$ cat src/rtl/bp_be_commit_trace_buffer.sv
// bp_be_commit_trace_buffer
// Commit-trace capture for the backend. Dispatched instructions are followed
// through a shadow pipeline that mirrors the dispatch-to-commit depth. Stage
// poison and core freeze are applied along the way. Each surviving commit is
// combined with its writeback result and trap/ret flags into a record. Records
// go into a ring FIFO that is drained over a valid/yumi handshake.
// Commit and drop counters run alongside the FIFO. An optional trigger mode
// freezes capture a fixed number of commits after the first trap.

module bp_be_commit_trace_buffer #(
    parameter int vaddr_width_p  = 39,
    parameter int instr_width_p  = 32,
    parameter int data_width_p   = 64,
    parameter int stages_p       = 3,
    parameter int els_p          = 16,
    parameter int stop_on_trap_p = 0,
    parameter int post_trig_p    = 4,
    localparam int rec_width_lp  = vaddr_width_p + instr_width_p + data_width_p + 2
) (
    input  logic                     clk_i,
    input  logic                     reset_i,

    input  logic                     freeze_i,

    input  logic                     dispatch_v_i,
    input  logic [vaddr_width_p-1:0] dispatch_pc_i,
    input  logic [instr_width_p-1:0] dispatch_instr_i,
    input  logic [stages_p-1:0]      poison_i,

    input  logic [data_width_p-1:0]  result_i,
    input  logic                     trap_v_i,
    input  logic                     ret_v_i,

    output logic                     rd_v_o,
    output logic [rec_width_lp-1:0]  rd_data_o,
    input  logic                     rd_yumi_i,

    output logic [63:0]              commit_cnt_o,
    output logic [15:0]              drop_cnt_o,
    output logic                     stopped_o
);

    localparam int       ptr_width_lp = $clog2(els_p);
    localparam bit       trig_en_lp   = (stop_on_trap_p != 0);
    localparam bit [7:0] post_trig_lp = 8'(post_trig_p);

    typedef enum logic [1:0] {
        e_run,
        e_armed,
        e_stopped
    } state_e;

    // Shadow pipeline state.
    logic [stages_p-1:0]      stage_v_q, stage_v_d;
    logic [vaddr_width_p-1:0] stage_pc_q    [stages_p];
    logic [vaddr_width_p-1:0] stage_pc_d    [stages_p];
    logic [instr_width_p-1:0] stage_instr_q [stages_p];
    logic [instr_width_p-1:0] stage_instr_d [stages_p];

    // Commit and capture signals.
    logic                    commit_v;
    logic [rec_width_lp-1:0] commit_rec;
    logic                    wr_req;
    logic                    wr_en;
    logic                    drop_v;
    logic                    rd_en;

    // FIFO storage and pointers. Each pointer carries one extra wrap bit.
    logic [rec_width_lp-1:0] mem_q [els_p];
    logic [ptr_width_lp:0]   wptr_q, wptr_d;
    logic [ptr_width_lp:0]   rptr_q, rptr_d;
    logic                    fifo_empty;
    logic                    fifo_full;

    // Counters.
    logic [63:0] commit_cnt_q, commit_cnt_d;
    logic [15:0] drop_cnt_q, drop_cnt_d;

    // Trigger FSM.
    state_e      state_q, state_d;
    logic [7:0]  trig_cnt_q, trig_cnt_d;
    logic        stopped;

    // Next state of the shadow pipe. Stage 0 takes the new dispatch. Each later
    // stage takes its predecessor. An entry dies if its current stage is
    // poisoned. Freeze empties every stage. The pipe never stalls, so the
    // data fields simply shift every cycle.
    always_comb begin
        stage_v_d        = '0;
        stage_pc_d       = stage_pc_q;
        stage_instr_d    = stage_instr_q;
        stage_v_d[0]     = dispatch_v_i & ~freeze_i;
        stage_pc_d[0]    = dispatch_pc_i;
        stage_instr_d[0] = dispatch_instr_i;
        for (int k = 1; k < stages_p; k++) begin
            stage_v_d[k]     = stage_v_q[k-1] & ~poison_i[k-1] & ~freeze_i;
            stage_pc_d[k]    = stage_pc_q[k-1];
            stage_instr_d[k] = stage_instr_q[k-1];
        end
    end

    // Stage valid bits need reset so the pipe comes up empty. The pc/instr
    // payload is only meaningful when its valid bit is set, so it is left
    // unreset in the separate block below.
    always_ff @(posedge clk_i or posedge reset_i) begin
        if (reset_i) begin
            stage_v_q <= '0;
        end else begin
            stage_v_q <= stage_v_d;
        end
    end

    // Payload shift register for the shadow pipe.
    always_ff @(posedge clk_i) begin
        stage_pc_q    <= stage_pc_d;
        stage_instr_q <= stage_instr_d;
    end

    // An instruction commits from the last stage unless that stage is poisoned
    // or the core is frozen. The record joins the tracked pc/instr with
    // result and flags sampled in the commit cycle, with pc in the MSBs.
    always_comb begin
        commit_v   = stage_v_q[stages_p-1] & ~poison_i[stages_p-1] & ~freeze_i;
        commit_rec = {stage_pc_q[stages_p-1], stage_instr_q[stages_p-1],
                      result_i, trap_v_i, ret_v_i};
    end

    // FIFO control. The FIFO is full when the indices match and the wrap bits
    // differ. A write into a full FIFO still goes in when the head is consumed
    // in the same cycle, because the slot being freed is the one being written.
    // Otherwise the write is dropped and counted. A yumi on an empty FIFO is
    // ignored rather than corrupting the pointers.
    always_comb begin
        fifo_empty = (wptr_q == rptr_q);
        fifo_full  = (wptr_q[ptr_width_lp-1:0] == rptr_q[ptr_width_lp-1:0])
                   & (wptr_q[ptr_width_lp] != rptr_q[ptr_width_lp]);
        wr_req     = commit_v & ~stopped;
        rd_en      = rd_yumi_i & ~fifo_empty;
        wr_en      = wr_req & (~fifo_full | rd_yumi_i);
        drop_v     = wr_req & fifo_full & ~rd_yumi_i;
        wptr_d     = wr_en ? (wptr_q + {{ptr_width_lp{1'b0}}, 1'b1}) : wptr_q;
        rptr_d     = rd_en ? (rptr_q + {{ptr_width_lp{1'b0}}, 1'b1}) : rptr_q;
    end

    // The pointers carry all FIFO occupancy information. Resetting them
    // discards the contents immediately, so the storage itself needs no reset.
    always_ff @(posedge clk_i or posedge reset_i) begin
        if (reset_i) begin
            wptr_q <= '0;
            rptr_q <= '0;
        end else begin
            wptr_q <= wptr_d;
            rptr_q <= rptr_d;
        end
    end

    // Record storage. It is written at the tail when a write is accepted.
    always_ff @(posedge clk_i) begin
        if (wr_en) begin
            mem_q[wptr_q[ptr_width_lp-1:0]] <= commit_rec;
        end
    end

    // Commit counting ignores capture and stop state and wraps naturally. The
    // drop counter saturates so that a long overflow stays visible.
    always_comb begin
        commit_cnt_d = commit_cnt_q + 64'(commit_v);
        drop_cnt_d   = drop_cnt_q;
        if (drop_v && (drop_cnt_q != 16'hFFFF)) begin
            drop_cnt_d = drop_cnt_q + 16'd1;
        end
    end

    // Counter registers. Reset clears them asynchronously.
    always_ff @(posedge clk_i or posedge reset_i) begin
        if (reset_i) begin
            commit_cnt_q <= '0;
            drop_cnt_q   <= '0;
        end else begin
            commit_cnt_q <= commit_cnt_d;
            drop_cnt_q   <= drop_cnt_d;
        end
    end

    // Trigger FSM next state. The first trap commit arms the trigger. That
    // trap record is captured because stopped is still low. Each later commit
    // counts down. The commit that reaches zero is still captured, and
    // capture freezes from the next cycle. A trap seen while armed does not
    // restart the countdown. With trigger mode disabled the FSM stays in
    // e_run.
    always_comb begin
        state_d    = state_q;
        trig_cnt_d = trig_cnt_q;
        unique case (state_q)
            e_run: begin
                if (trig_en_lp && commit_v && trap_v_i) begin
                    if (post_trig_lp == 8'd0) begin
                        state_d = e_stopped;
                    end else begin
                        state_d    = e_armed;
                        trig_cnt_d = post_trig_lp;
                    end
                end
            end
            e_armed: begin
                if (commit_v) begin
                    trig_cnt_d = trig_cnt_q - 8'd1;
                    if (trig_cnt_q == 8'd1) begin
                        state_d = e_stopped;
                    end
                end
            end
            e_stopped: begin
                state_d = e_stopped;
            end
            default: begin
                state_d = e_run;
            end
        endcase
    end

    // Trigger state register. Only reset leaves e_stopped.
    always_ff @(posedge clk_i or posedge reset_i) begin
        if (reset_i) begin
            state_q    <= e_run;
            trig_cnt_q <= '0;
        end else begin
            state_q    <= state_d;
            trig_cnt_q <= trig_cnt_d;
        end
    end

    // Output drive. rd_data_o is forced to zero while the FIFO is empty, so
    // that stale storage is never presented. This includes the reset state.
    always_comb begin
        stopped      = (state_q == e_stopped);
        stopped_o    = stopped;
        rd_v_o       = ~fifo_empty;
        rd_data_o    = fifo_empty ? '0 : mem_q[rptr_q[ptr_width_lp-1:0]];
        commit_cnt_o = commit_cnt_q;
        drop_cnt_o   = drop_cnt_q;
    end

endmodule

$ cat config.mk
export PLATFORM = sky130hd
export DESIGN_NAME = bp_be_commit_trace_buffer
export DESIGN_NICKNAME = d
export VERILOG_FILES = /design/src/rtl/bp_be_commit_trace_buffer.sv
export SDC_FILE = /design/constraint.sdc
export NUM_CORES = 2
export LEC_CHECK = 0
export CELL_PAD_IN_SITES_DETAIL_PLACEMENT = 0
export CELL_PAD_IN_SITES_GLOBAL_PLACEMENT = 1
export CORE_UTILIZATION = 56
export CTS_BUF_LIST = sky130_fd_sc_hd__clkbuf_8
export CTS_CLUSTER_DIAMETER = 80
export DETAILED_ROUTE_END_ITERATION = 8
export GPL_TIMING_DRIVEN = 0
export PLACE_DENSITY_LB_ADDON = 0.1
export SYNTH_ARGS = -nofsm -noshare
export SYNTH_HDL_FRONTEND = slang
export SYNTH_SLANG_ARGS = --single-unit
$ cat constraint.sdc
create_clock -name clk_i -period 14.4 [get_ports clk_i]
set_input_delay 3.6 -clock clk_i [delete_from_list [all_inputs] [get_ports clk_i]]
set_output_delay 3.6 -clock clk_i [all_outputs]
set_load 0.01 [all_outputs]
==> results.rst <==
.. list-table::
   :header-rows: 1

   * - Metric
     - Value
   * - HPWL after detailed placement
     - 130700 µm
   * - CTS buffer count
     - 398
   * - DRC violation total after the first TritonRoute iteration
     - 5226
   * - Maximum achievable frequency
     - 110.6 MHz
   * - Least-Margin Pin Slew
     - 1414 ps
   * - Global-route wire length before repair
     - 310700 µm
   * - Routed via count
     - 44730
   * - Chip Height
     - 404.1 µm
   * - Number of nets with antenna violations after routing
     - 0
   * - Met2 track demand over resource
     - 42.37%
   * - Commonest non-fill, non-tap cells in the layout
     - 2192 x sky130_fd_sc_hd__edfxtp_1, 548 x sky130_fd_sc_hd__mux4_2, 449 x sky130_fd_sc_hd__clkbuf_8
   * - Grt peak-use layer
     - met2
   * - Number of failing hold endpoints at the final stage
     - 0
   * - Design area
     - 106400 µm²
   * - Layout net count
     - 5015
   * - Critical path required time
     - 10800 ps
   * - Max-slew violation count
     - 0
   * - Tightest Hold Check Type
     - reg -> reg
   * - TritonCTS clock tree
     - done
   * - Overall power of the completed layout
     - 19.13 mW
   * - Buffers added on ports
     - 362
   * - Die width
     - 404.1 µm
   * - Post-synthesis cell type count
     - 40
   * - Count of max-cap constraint violations
     - 0
   * - Number of synthesized register bits
     - 2498
   * - Nets in the synthesized netlist
     - 4130
   * - Final Wtd Congestion
     - 0.7700
   * - Total of warnings raised by yosys
     - 0
   * - Clock transition at path regs
     - 70 ps
   * - PwrDens
     - 179.8 nW/µm²
   * - Count of TritonRoute iterations in the first routing pass
     - 5
   * - Number of vias per cell after detailed routing
     - 6.093
   * - Critical setup path kind
     - reg -> out
   * - Share of the yosys chip area belonging to registers
     - 79.99%
   * - Reg-to-reg setup timing slack
     - 10540 ps
   * - Total Routed Length
     - 217000 µm
   * - CTS resizes
     - 0
   * - Startpoint type of the worst setup path
     - register
   * - Total of endpoints with negative setup slack in the final report
     - 0
   * - # clock sinks
     - 2498
   * - Worst clock skew on the final layout
     - 76.47 ps
   * - R2r worst-path depth
     - 11
   * - Count of mapped cells out of synthesis
     - 3977
   * - Setup slack after layout
     - 5355 ps
   * - Via count of the first global-routing pass
     - 45260
   * - Min cycle time layout
     - 9045 ps
   * - Met3 Resource Use GR
     - 5.948%
   * - Launching instance or port of the critical path
     - rptr_q[1]$_DFFE_PP0P_
   * - Leakage power
     - 34.96 nW
   * - Effective utilization at floorplan
     - 56.38%
   * - Buffer cell driving the clock tree root
     - sky130_fd_sc_hd__clkbuf_8
   * - DRC violations left
     - 0
   * - Post-route setup TNS
     - 0 ps
   * - Number of rows in the core area
     - 147
   * - GRT Resource Usage Total
     - 26.89%
   * - Fill cell total of the finished layout
     - 10590
   * - Crit Path Max Fanout
     - 10
   * - Period Utilization, post-route
     - 62.81%
   * - Maximum number of pins on one net before global-route repair
     - 70
   * - Reg2Reg Capture Point
     - mem_q[7][95]$_DFFE_PP_
   * - Arrival time of data at the critical path endpoint
     - 5440 ps
   * - Max VDD drop
     - 123.3 µV
   * - Tightest slew margin relative to the limit
     - 5.732%
   * - Top Ports
     - 364
   * - Clock latency of the later-clocked register in the worst-skew pair
     - 1070 ps
   * - Post-CTS Hold Fix Bufs
     - 0
   * - Post-synth design cell area
     - 90530 µm²
   * - Placeable core region
     - 160600 µm²
   * - Critical Path Sink Type
     - output port
   * - Die Outline Area
     - 163300 µm²
   * - Most frequent standard cell in the layout excluding fill and tap cells
     - sky130_fd_sc_hd__edfxtp_1
   * - Maximum level of the CTS H-tree
     - 5
   * - Post-placement cell area
     - 98990 µm²
   * - Buffers inserted during post-CTS setup optimization
     - 0
   * - Hold path startpoint
     - stage_instr_d[21]$_DFF_P_
   * - Syn-to-layout area delta
     - 17.51%
   * - Capture point of the critical path
     - rd_data_o[81]
   * - Maximum root-to-sink buffer count
     - 4
   * - GRT Residual Overflow
     - 0
   * - Proportion of layout cells with a drive suffix above 1
     - 24.93%
   * - Syn_area_per_cell
     - 22.76 µm²
   * - Setup repair after global routing missed its margin
     - false
   * - Post-Place Setup Slack
     - 6409 ps
   * - Initial antenna violation count
     - 19
   * - Worst r2r src
     - rptr_q[3]$_DFFE_PP0P_
   * - Run status
     - finished clean
   * - GRT met1 Usage
     - 38.03%
   * - Routed length per instance
     - 29.55 µm
flip-flops by register name, indices dropped and copies added (netlist names):
name / count
mem_q: 2192
stage_pc_d: 78
commit_rec: 71
commit_cnt_o: 64
stage_instr_d: 64
drop_cnt_o: 16
rptr_q: 5
wptr_q: 5
stage_v_q: 3
area by class of cell:
type                    instances  area [µm²]  area share, %
inverters                      17       66.31        0.06233
well taps                    2160        2703          2.540
repair buffers                485        5669          5.329
plain buffers                 205       868.3         0.8162
clock inverters               259        1187          1.116
clock buffers                 449        6180          5.809
multi-input cells            1257       17270          16.23
diodes                         11       27.53        0.02587
flip-flops and latches       2498       72410          68.07
critical path, stage by stage (launching register included):
cell and delay, ps:
sky130_fd_sc_hd__dfrtp_1 400, sky130_fd_sc_hd__buf_2 430, sky130_fd_sc_hd__clkbuf_1 1050, sky130_fd_sc_hd__clkbuf_1 710
sky130_fd_sc_hd__mux4_2 350, sky130_fd_sc_hd__a22oi_1 90, sky130_fd_sc_hd__a21oi_1 700, sky130_fd_sc_hd__clkdlybuf4s50_1 680
power breakdown:
part           internal [mW]  switching (mW)  total [mW]  leakage (nW)
combinational           2.53            3.04        5.57          7.87
clock                   2.93            2.67        5.59          4.35
sequential              7.91          0.0596        7.97          22.7
cells by family (layout without fill, tap and decap cells):
logic type / Yosys count / after routing / synth area share, %
DFF: 2498 / 2498 / 79.99
muxes: 552 / 552 / 13.68
AOI/OAI and AO/OA: 414 / 414 / 3.050
buffers and inverters: 222 / 1415 / 1.017
and+or+nand+nor: 194 / 194 / 1.285
xor gates and xnor gates: 88 / 88 / 0.8597
adders and majority gates: 8 / 8 / 0.1106
other: 1 / 12 / 0.004142
cell usage after synthesis, drive strengths merged:
cell type  instances  share of area (%)
a21oi            137               0.76
a22oi            274                2.3
and2               2              0.014
and3              21               0.15
and3b              4              0.039
and4               6              0.058
buf               73               0.40
clkbuf           132               0.55
conb               1             0.0041
dfrtp             93                2.6
dfxtp            213                4.7
edfxtp          2192                 73
ha                 8               0.11
inv               17              0.070
mux2               4              0.050
mux4             548                 14
nand2             34               0.14
nand2b             1             0.0069
nand3             30               0.17
nand4             31               0.24
nor2              24               0.10
nor2b              5              0.035
nor3              10              0.061
nor3b              6              0.050
nor4              14               0.17
o21ai              2              0.011
o31a               1             0.0097
or3                3              0.021
or3b               1             0.0097
or4                2              0.025
xnor2             60               0.59
xor2              28               0.27
worst min-delay path by stage:
stage                               endpoint  slack [ps]  cells past startpoint
floorplan            commit_rec[100]$_DFF_P_         310                      0
detailed placement   commit_rec[124]$_DFF_P_         310                      0
finish                commit_rec[87]$_DFF_P_         300                      0
global route          commit_rec[87]$_DFF_P_         320                      0
CTS                   commit_rec[87]$_DFF_P_         310                      0
global placement    stage_instr_d[1]$_DFF_P_         310                      0
layer usage:
metal / vias up / routed length (µm)
met2: 2054 / 104500
li1: 18620 / -
met1: 23700 / 87220
met4: 6 / 5953
met5: - / 45
met3: 354 / 19290
stage by stage:
stage | cells | util [%] | hold slack, ps
final | 7341 | 66.26 | 304.0
after global routing | 7336 | 66.25 | 321.8
after CTS | 7330 | 66.24 | 308.1
after detailed placement | 6622 | 61.65 | 312.1
after global placement | 6499 | 60.32 | 309.5
after floorplan | 3977 | - | 309.6
Power figures use the tool's default switching activity.
